File: src/rtl/exec_sequencer_pkg.sv
// proc_pkg: opcode constants, sequencer state encoding and instruction field
// widths shared by the exec_sequencer slice.
package proc_pkg;

    localparam int OPC_W = 4;
    localparam int REG_W = 3;
    localparam int IMM_W = 8;
    localparam int JMP_W = 4;

    localparam logic [OPC_W-1:0] OP_ADDI = 4'b0001;
    localparam logic [OPC_W-1:0] OP_ADD  = 4'b0010;
    localparam logic [OPC_W-1:0] OP_SUB  = 4'b0011;
    localparam logic [OPC_W-1:0] OP_JMP  = 4'b1000;
    localparam logic [OPC_W-1:0] OP_BR   = 4'b1100;
    localparam logic [OPC_W-1:0] OP_OUT  = 4'b1111;

    typedef enum logic [2:0] {
        IDLE      = 3'd0,
        FETCH     = 3'd1,
        DECODE    = 3'd2,
        EXECUTE   = 3'd3,
        WRITEBACK = 3'd4
    } state_t;

    // Opcode field of a 16-bit instruction word.
    function automatic logic [OPC_W-1:0] opcode_of(input logic [15:0] word);
        return word[15:12];
    endfunction

endpackage

File: src/rtl/exec_sequencer_if.sv
// Datapath bus between exec_sequencer (master) and the regfile/ALU/ROM side
// (slave): ROM address and data, instruction register, write strobes, flags.
interface exec_sequencer_if;
    import proc_pkg::*;

    logic [15:0]      instruction;
    logic             alu_zero;
    logic [JMP_W-1:0] address;
    logic [15:0]      ir;
    logic             rf_we;
    logic             wb_sel;
    logic             out_we;
    logic             zero;

    modport master (
        input  instruction, alu_zero,
        output address, ir, rf_we, wb_sel, out_we, zero
    );

    modport slave (
        output instruction, alu_zero,
        input  address, ir, rf_we, wb_sel, out_we, zero
    );

endinterface

File: src/rtl/exec_sequencer_tick_gen.sv
// tick_gen: free-running prescaler 0..TICK_DIV-1; tick is high while the
// count sits at its last value, so one tick every TICK_DIV cycles.
module tick_gen #(
    parameter int TICK_DIV = 50000000
) (
    input  logic clk,
    input  logic rst_n,
    output logic tick
);
    localparam int               CNT_W = (TICK_DIV > 1) ? $clog2(TICK_DIV) : 1;
    localparam logic [CNT_W-1:0] LAST  = CNT_W'(TICK_DIV - 1);

    logic [CNT_W-1:0] count;

    // Prescaler count, wraps at LAST and never stops.
    always_ff @(posedge clk or negedge rst_n) begin
        if (!rst_n)
            count <= '0;
        else if (count == LAST)
            count <= '0;
        else
            count <= count + 1'b1;
    end

    assign tick = (count == LAST);

endmodule

File: src/rtl/exec_sequencer.sv
// exec_sequencer: multi-cycle control sequencer for the 16-bit datapath.
// Owns the PC, instruction register, zero flag and all datapath strobes.
// Optional feature macro: BREAKPOINT_EN (adds bp_addr / bp_hit).
//
// state     | meaning
// ----------+-----------------------------------------------------------
// IDLE      | waiting for run&&tick or step&&!run
// FETCH     | ir <= instruction at address
// DECODE    | regfile/ALU settle on the new ir
// EXECUTE   | alu_zero settles; WRITEBACK strobes are registered here
// WRITEBACK | strobes high for this cycle; PC, zero flag updated at its end
module exec_sequencer
    import proc_pkg::*;
#(
    parameter int TICK_DIV = 50000000,
    parameter int ROM_SIZE = 16
) (
    input  logic             clk,
    input  logic             rst_n,
    input  logic             run,
    input  logic             step,
`ifdef BREAKPOINT_EN
    input  logic [JMP_W-1:0] bp_addr,
    output logic             bp_hit,
`endif
    output logic             busy,
    exec_sequencer_if.master bus
);
    state_t           state;
    logic             tick;
    logic             start;
    logic [OPC_W-1:0] opcode;
    logic [JMP_W:0]   pc_inc;
    logic [JMP_W-1:0] pc_seq;

    tick_gen #(.TICK_DIV(TICK_DIV)) u_tick_gen (
        .clk   (clk),
        .rst_n (rst_n),
        .tick  (tick)
    );

    assign opcode = opcode_of(bus.ir);
    assign pc_inc = {1'b0, bus.address} + 1'b1;
    assign pc_seq = (pc_inc >= (JMP_W+1)'(ROM_SIZE)) ? '0 : pc_inc[JMP_W-1:0];

`ifdef BREAKPOINT_EN
    logic bp_match;
    logic bp_release;

    // A held breakpoint releases on step or on run dropping; that start then
    // executes the instruction that was suppressed.
    assign bp_match   = !bp_hit && run && tick && (bus.address == bp_addr);
    assign bp_release = bp_hit && (step || !run);
    assign start      = bp_release ||
                        (!bp_hit && ((run && tick && (bus.address != bp_addr)) ||
                                     (step && !run)));

    // Sticky breakpoint flag, only evaluated while idle.
    always_ff @(posedge clk or negedge rst_n) begin
        if (!rst_n)
            bp_hit <= 1'b0;
        else if (state == IDLE) begin
            if (bp_release)
                bp_hit <= 1'b0;
            else if (bp_match)
                bp_hit <= 1'b1;
        end
    end
`else
    assign start = (run && tick) || (step && !run);
`endif

    // Sequencer FSM with registered strobes, PC, ir and zero flag.
    always_ff @(posedge clk or negedge rst_n) begin
        if (!rst_n) begin
            state       <= IDLE;
            busy        <= 1'b0;
            bus.address <= '0;
            bus.ir      <= '0;
            bus.rf_we   <= 1'b0;
            bus.wb_sel  <= 1'b0;
            bus.out_we  <= 1'b0;
            bus.zero    <= 1'b0;
        end else begin
            bus.rf_we  <= 1'b0;
            bus.wb_sel <= 1'b0;
            bus.out_we <= 1'b0;
            case (state)
                IDLE: begin
                    if (start) begin
                        state <= FETCH;
                        busy  <= 1'b1;
                    end
                end
                FETCH: begin
                    bus.ir <= bus.instruction;
                    state  <= DECODE;
                end
                DECODE: begin
                    state <= EXECUTE;
                end
                EXECUTE: begin
                    state <= WRITEBACK;
                    case (opcode)
                        OP_ADDI: begin
                            bus.rf_we  <= 1'b1;
                            bus.wb_sel <= 1'b1;
                        end
                        OP_ADD, OP_SUB: bus.rf_we  <= 1'b1;
                        OP_OUT:         bus.out_we <= 1'b1;
                        default: ;
                    endcase
                end
                WRITEBACK: begin
                    state <= IDLE;
                    busy  <= 1'b0;
                    if (opcode == OP_SUB)
                        bus.zero <= bus.alu_zero;
                    // Branch uses the flag as it stood before this cycle.
                    if ((opcode == OP_JMP) || ((opcode == OP_BR) && bus.zero))
                        bus.address <= bus.ir[11:8];
                    else
                        bus.address <= pc_seq;
                end
                default: begin
                    state <= IDLE;
                    busy  <= 1'b0;
                end
            endcase
        end
    end

endmodule
File: src/flat_wrapper.sv
// flat-port wrapper written by rule: the top's interface ports become plain ports
module exec_sequencer_flat import proc_pkg::*;
#(
    parameter int TICK_DIV = 50000000,
    parameter int ROM_SIZE = 16
)
  (clk, rst_n, run, step, busy, bus_instruction, bus_alu_zero, bus_address, bus_ir, bus_rf_we, bus_wb_sel, bus_out_we, bus_zero);
  exec_sequencer_if bus_i ();
  input  logic clk;
  input  logic rst_n;
  input  logic run;
  input  logic step;
  output logic busy;
  input wire logic [$bits(bus_i.instruction)-1:0] bus_instruction;
  input wire logic [$bits(bus_i.alu_zero)-1:0] bus_alu_zero;
  output wire logic [$bits(bus_i.address)-1:0] bus_address;
  output wire logic [$bits(bus_i.ir)-1:0] bus_ir;
  output wire logic [$bits(bus_i.rf_we)-1:0] bus_rf_we;
  output wire logic [$bits(bus_i.wb_sel)-1:0] bus_wb_sel;
  output wire logic [$bits(bus_i.out_we)-1:0] bus_out_we;
  output wire logic [$bits(bus_i.zero)-1:0] bus_zero;
  assign bus_i.instruction = bus_instruction;
  assign bus_i.alu_zero = bus_alu_zero;
  assign bus_address = bus_i.address;
  assign bus_ir = bus_i.ir;
  assign bus_rf_we = bus_i.rf_we;
  assign bus_wb_sel = bus_i.wb_sel;
  assign bus_out_we = bus_i.out_we;
  assign bus_zero = bus_i.zero;
  exec_sequencer #(.TICK_DIV(TICK_DIV), .ROM_SIZE(ROM_SIZE)) u_core (.clk(clk), .rst_n(rst_n), .run(run), .step(step), .busy(busy), .bus(bus_i));
endmodule
File: config.mk
export PLATFORM = sky130hd
export DESIGN_NAME = exec_sequencer_flat
export DESIGN_NICKNAME = d
export VERILOG_FILES = /design/src/rtl/exec_sequencer_pkg.sv /design/src/rtl/exec_sequencer_if.sv /design/src/rtl/exec_sequencer_tick_gen.sv /design/src/rtl/exec_sequencer.sv /design/src/flat_wrapper.sv
export SDC_FILE = /design/constraint.sdc
export NUM_CORES = 1
export LEC_CHECK = 0
export CAP_MARGIN = 20
export CORE_MARGIN = 2
export CORE_UTILIZATION = 60
export CTS_BUF_LIST = sky130_fd_sc_hd__clkbuf_4 sky130_fd_sc_hd__clkbuf_8 sky130_fd_sc_hd__clkbuf_16
export CTS_CLUSTER_SIZE = 8
export DETAILED_ROUTE_END_ITERATION = 12
export DONT_BUFFER_PORTS = 1
export PLACE_DENSITY = 0.73
export SYNTH_ARGS = -nofsm -noshare
export SYNTH_HDL_FRONTEND = slang
export SYNTH_SLANG_ARGS = --single-unit
File: constraint.sdc
create_clock -name clk -period 2.9 [get_ports clk]
set_input_delay 0.725 -clock clk [delete_from_list [all_inputs] [get_ports clk]]
set_output_delay 0.725 -clock clk [all_outputs]
set_load 0.01 [all_outputs]
Yosys cells after proc, flatten, opt, wreduce, memory -nomap -nowiden
Cells that the tools add are included.
{"block": "totals", "reg_bits": 54, "input_bits": 21, "out_inout_bits": 25, "elab_cells": 49}
{"block": "op_classes", "addsub": 2, "order_cmp": 1, "n_eq_ne": 12, "mux": 13, "bitwise_logic": 1, "n_reduce_logical": 11}
{"operator": "$add A26 B1 Y26 const B", "n": 1}
{"operator": "$eq A26 B26 Y1 const B", "n": 1}
{"operator": "$mux W26", "n": 1}
{"operator": "$eq A4 B4 Y1 const B", "n": 3}
{"operator": "$pmux W3 S4", "n": 1}
{"operator": "$eq A4 B2 Y1 const B", "n": 2}
{"operator": "$mux W4", "n": 2}
{"operator": "$mux W1", "n": 7}
{"operator": "$eq A3 B2 Y1 const B", "n": 2}
{"operator": "$reduce_or A3 Y1", "n": 2}
{"operator": "$add A4 B1 Y5 const B", "n": 1}
{"operator": "$ge A5 B5 Y1 const B", "n": 1}
{"operator": "$eq A4 B1 Y1 const B", "n": 1}
{"operator": "$reduce_and A2 Y1", "n": 2}
{"operator": "$eq A3 B1 Y1 const B", "n": 1}
{"operator": "$eq A3 B3 Y1 const B", "n": 1}
{"operator": "$logic_and A1 B1 Y1", "n": 3}
{"operator": "$logic_not A3 Y1", "n": 1}
{"operator": "$mux W3", "n": 1}
{"operator": "$logic_or A1 B1 Y1", "n": 2}
{"operator": "$ne A2 B1 Y1 const B", "n": 1}
{"operator": "$pmux W1 S2", "n": 1}
{"operator": "$logic_not A1 Y1", "n": 1}
{"operator": "$not A1 Y1", "n": 1}

Logic depth before layout (Yosys ltp)
{"block": "logic_depth", "word_depth": 5, "depth_mapped": 7, "mapped_depth_nobuf": 5}

Modules after synthesis
From an unflattened synthesis, not the netlist that was laid out.
{"block": "unflattened", "hier_cells": 221, "hier_area_um2": 2504.9}
{"module": "tick_gen", "n_inst": 1, "cells_per_inst": 134, "area_per_inst_um2": 1337.5, "seq_area_each_um2": 650.6}
{"module": "exec_sequencer", "n_inst": 1, "cells_per_inst": 87, "area_per_inst_um2": 1167.4, "seq_area_each_um2": 700.7}

Worst setup path after synthesis
Ideal clock, no wire load.
{"block": "synth_path", "path_type": "register to register", "from": "register u_core.u_tick_gen.count[0]", "to": "register u_core.u_tick_gen.count[22]", "setup_ns": 0.077, "arrival_ns": 1.975, "required_ns": 2.823, "slack_ns": 0.847, "stages_incl_launch_ff": 6, "n_path_buf": 0, "period_less_slack_ns": 2.053, "cell_sequence": "dfrtp_1 ha_1 nand4_2 or4_4 or4_1 a21oi_1"}
{"block": "synth_between", "elab_chain_len": 2, "elab_cells_between_ends": 3, "classes_between": "1 x add/sub; 1 x eq/ne; 1 x mux"}
{"element": "start: declaration", "line": "exec_sequencer_tick_gen.sv:13", "text": "logic [CNT_W-1:0] count;"}
{"element": "start signal: assignment", "line": "exec_sequencer_tick_gen.sv:22", "text": "count <= count + 1'b1;"}
{"element": "$add A26 B1 Y26 / $eq A26 B26 Y1 (equally long branches)", "line": "exec_sequencer_tick_gen.sv:22, exec_sequencer_tick_gen.sv:19"}
{"element": "$mux W26 *", "line": "exec_sequencer_tick_gen.sv:19", "text": "else if (count == LAST)"}
Mark *: on every way between the ends. The rest lies on a longest branch, timed or not.
A chain may end at the register's enable or synchronous reset.

Worst setup path in the final report
Ends and elaborated chain as after synthesis.

==> flow_summary.json <==
{
  "syn_to_final_growth_pct": 4.998,
  "dieHeight_um": 68.28,
  "yosysSeqAreaShare_pct": 54.52,
  "cts_max_level": 2,
  "grt_max_degree": 55,
  "crit_chain": "ha_1, nand4_2, or4_4, or4_1, a21oi_1",
  "wl_mm": 4.498,
  "clockBufferDepth": 2,
  "num_vias": 1676,
  "antenna_cells": 0,
  "post_cts_buffers": 0,
  "rsz0062_at_grt": "no",
  "cp_max_fo": 6,
  "hp-class": "input pin to async pin",
  "ir_worst_vdd_mv": 0.3002,
  "drv_slew": 0,
  "post_cts_resized": 0,
  "rr_worst_depth": 5,
  "tns_ns": 0,
  "portBuffers": 0,
  "syn_inst": 220,
  "status": "finished, final reports clean",
  "core_area_um2": 4000,
  "synthArstFlopShare_pct": 100.0,
  "antenna_left": 0,
  "synth_seq_cells": 54,
  "critical_path.top_delay_family": "simple AND/OR/NAND/NOR gates",
  "cp-end-kind": "register",
  "viasPerCell": 6.139,
  "drive_above_1_share_pct": 15.25,
  "fmax_ghz": 0.4545,
  "required_ns": 3.12,
  "grt_pass1_vias": 1595,
  "arrival_ns": 2.42,
  "io-pin-count": 46,
  "syn_area_um2": 2479,
  "yosys-top-cells-count": "dfrtp_1 (54), mux2_2 (18), nor2_1 (17)",
  "clock_sinks": 54,
  "groute.usage.overall_pct": 20.64,
  "wl_per_cell_um": 16.48,
  "synth_area_per_cell_um2": 11.27,
  "nets": 245,
  "clk_latency_ns": 0.30,
  "synth.distinct_cells": 37,
  "slowest_delay_ns": 0.61,
  "cts_tree": "built",
  "yosysWarningCount": 0,
  "drt_iter0_markers": 159,
  "grt_pass1_wl_mm": 7.182,
  "dieWidth_um": 68.28,
  "powerDensity_nw_per_um2": 765.9,
  "synth_top_area_share_pct": 54.52,
  "slew_headroom_pct": 52.31,
  "p_leak_nw": 1.142,
  "crit_type": "register to register",
  "ys.flop_type": "dfrtp_1",
  "slowest_stage": "or4_4",
  "clock-root-buffer": "clkbuf_8",
  "hpwl_mm": 3.287,
  "die-area_um2": 4661,
  "num_rows": 23,
  "numCtsBuffers": 5,
  "hold_buffers": 0,
  "worst_pin_slew_ns": 0.7154,
  "crit_path_start_kind": "register",
  "synth.most_common_cell": "dfrtp_1",
  "skew_ns": 0.008264,
  "path_clk_slew_ns": 0.09,
  "post-route-period-util_pct": 75.88,
  "synth-edff-count": 0,
  "synth_top_cell_by_area": "dfrtp_1",
  "hold_viol": 0,
  "gp_congestion": 0.7933,
  "antenna_found_initial": 0,
  "placed_cells": 265,
  "fin_crit_ns": 2.200,
  "overflow": 0,
  "synth_area_leaders": "dfrtp_1 (55%), mux2_2 (8.2%), xnor2_1 (3.5%), nor2_1 (2.6%), xor2_1 (2.5%)",
  "cap_violations": 0,
  "start_util_pct": 61.96,
  "p_total_mw": 1.993,
  "dr.pass1.iters": 4,
  "setup_viol": 0,
  "path_buf_inv": 0,
  "stdcell_count": 273,
  "synth_fp_nets": 243,
  "route.detailed.drc": 0,
  "path_depth": 5
}
-- final timing paths --
check / from / slack (ns) / endpoint
worst min register to register: u_core.u_tick_gen.count[24] / 0.51 / u_core.u_tick_gen.count[24]
worst max-delay path: u_core.u_tick_gen.count[0] / 0.70 / u_core.u_tick_gen.count[22]
max in group asynchronous: rst_n / 2.70 / u_core.u_tick_gen.count[16]
worst min-delay path: rst_n / 0.11 / u_core.state[2]
worst max register to register: u_core.u_tick_gen.count[0] / 0.70 / u_core.u_tick_gen.count[22]
min in group clk: u_core.u_tick_gen.count[24] / 0.51 / u_core.u_tick_gen.count[24]
-- worst reg2reg max path, cell delays in order, from the launching register on --
cell     delay [ns]
dfrtp_1        0.42
ha_1           0.25
nand4_2        0.19
or4_4          0.61
or4_1          0.52
a21oi_1        0.15
-- logic make-up (layout without fill, tap and decap cells) --
group	Yosys count	in the layout	synth area share, %
AOI/OAI and AO/OA	26	26	6.159
xor gates and xnor gates	17	17	6.007
adders and majority gates	2	2	1.009
buffers and inverters	13	16	2.574
DFF	54	54	54.52
muxes	21	21	9.389
and+or+nand+nor	87	87	20.34
-- registers in the layout, indices dropped and copies added (netlist names) --
| name | flops |
|---|---|
| u_core.u_tick_gen.count | 26 |
| u_core.bus.ir | 16 |
| u_core.bus.address | 4 |
| u_core.state | 3 |
| u_core.bus.out_we | 1 |
| u_core.bus.rf_we | 1 |
| u_core.bus.wb_sel | 1 |
| u_core.bus.zero | 1 |
| u_core.busy | 1 |
-- through the flow --
stage | cell area (um2) | utilization [%] | hold slack, ns | setup slack (ns)
after floorplan | 2479 | - | 0.4294 | 0.8473
after global placement | 2507 | 62.68 | 0.4305 | 0.7773
after detailed placement | 2507 | 62.68 | 0.4306 | 0.6950
after CTS | 2603 | 65.06 | 0.09672 | 0.6967
after global routing | 2603 | 65.06 | 0.08133 | 0.5618
final | 2603 | 65.06 | 0.1071 | 0.6995
-- layout by cell type (no fill, tap or decap), drive strengths merged, types with 4 or more instances in the layout --
cell type  count
dfrtp         54
mux2          18
nor2          17
nand2         15
nand3         12
xnor2         10
a21oi         10
inv            8
xor2           7
nor4           7
o21ai          7
nor3           6
or3            6
clkbuf         6
or4            6
nand4          5
o31ai          4
-- power breakdown --
part           switching, mW  internal [mW]  total (mW)
clock                  0.227          0.192       0.419
combinational          0.174          0.225       0.400
sequential             0.249          0.925        1.17
-- layer usage --
layer,up-vias,share of wire (%),track usage (%)
li1,794,-,-
met1,823,42,25.88
met2,54,52,35.56
met3,5,6.4,6.086
met4,0,0.51,4.250
met5,-,0,0
-- layout make-up --
cell class                 count  area [um2]
sequential                    54        1351
multi-input combinational    153        1064
clock buffer                   6       82.58
clock inverter                 2       12.51
tap                           50       62.56
fill                         307        1398
inverter                       8       30.03
Note: power is estimated with default switching activity, not from simulation.
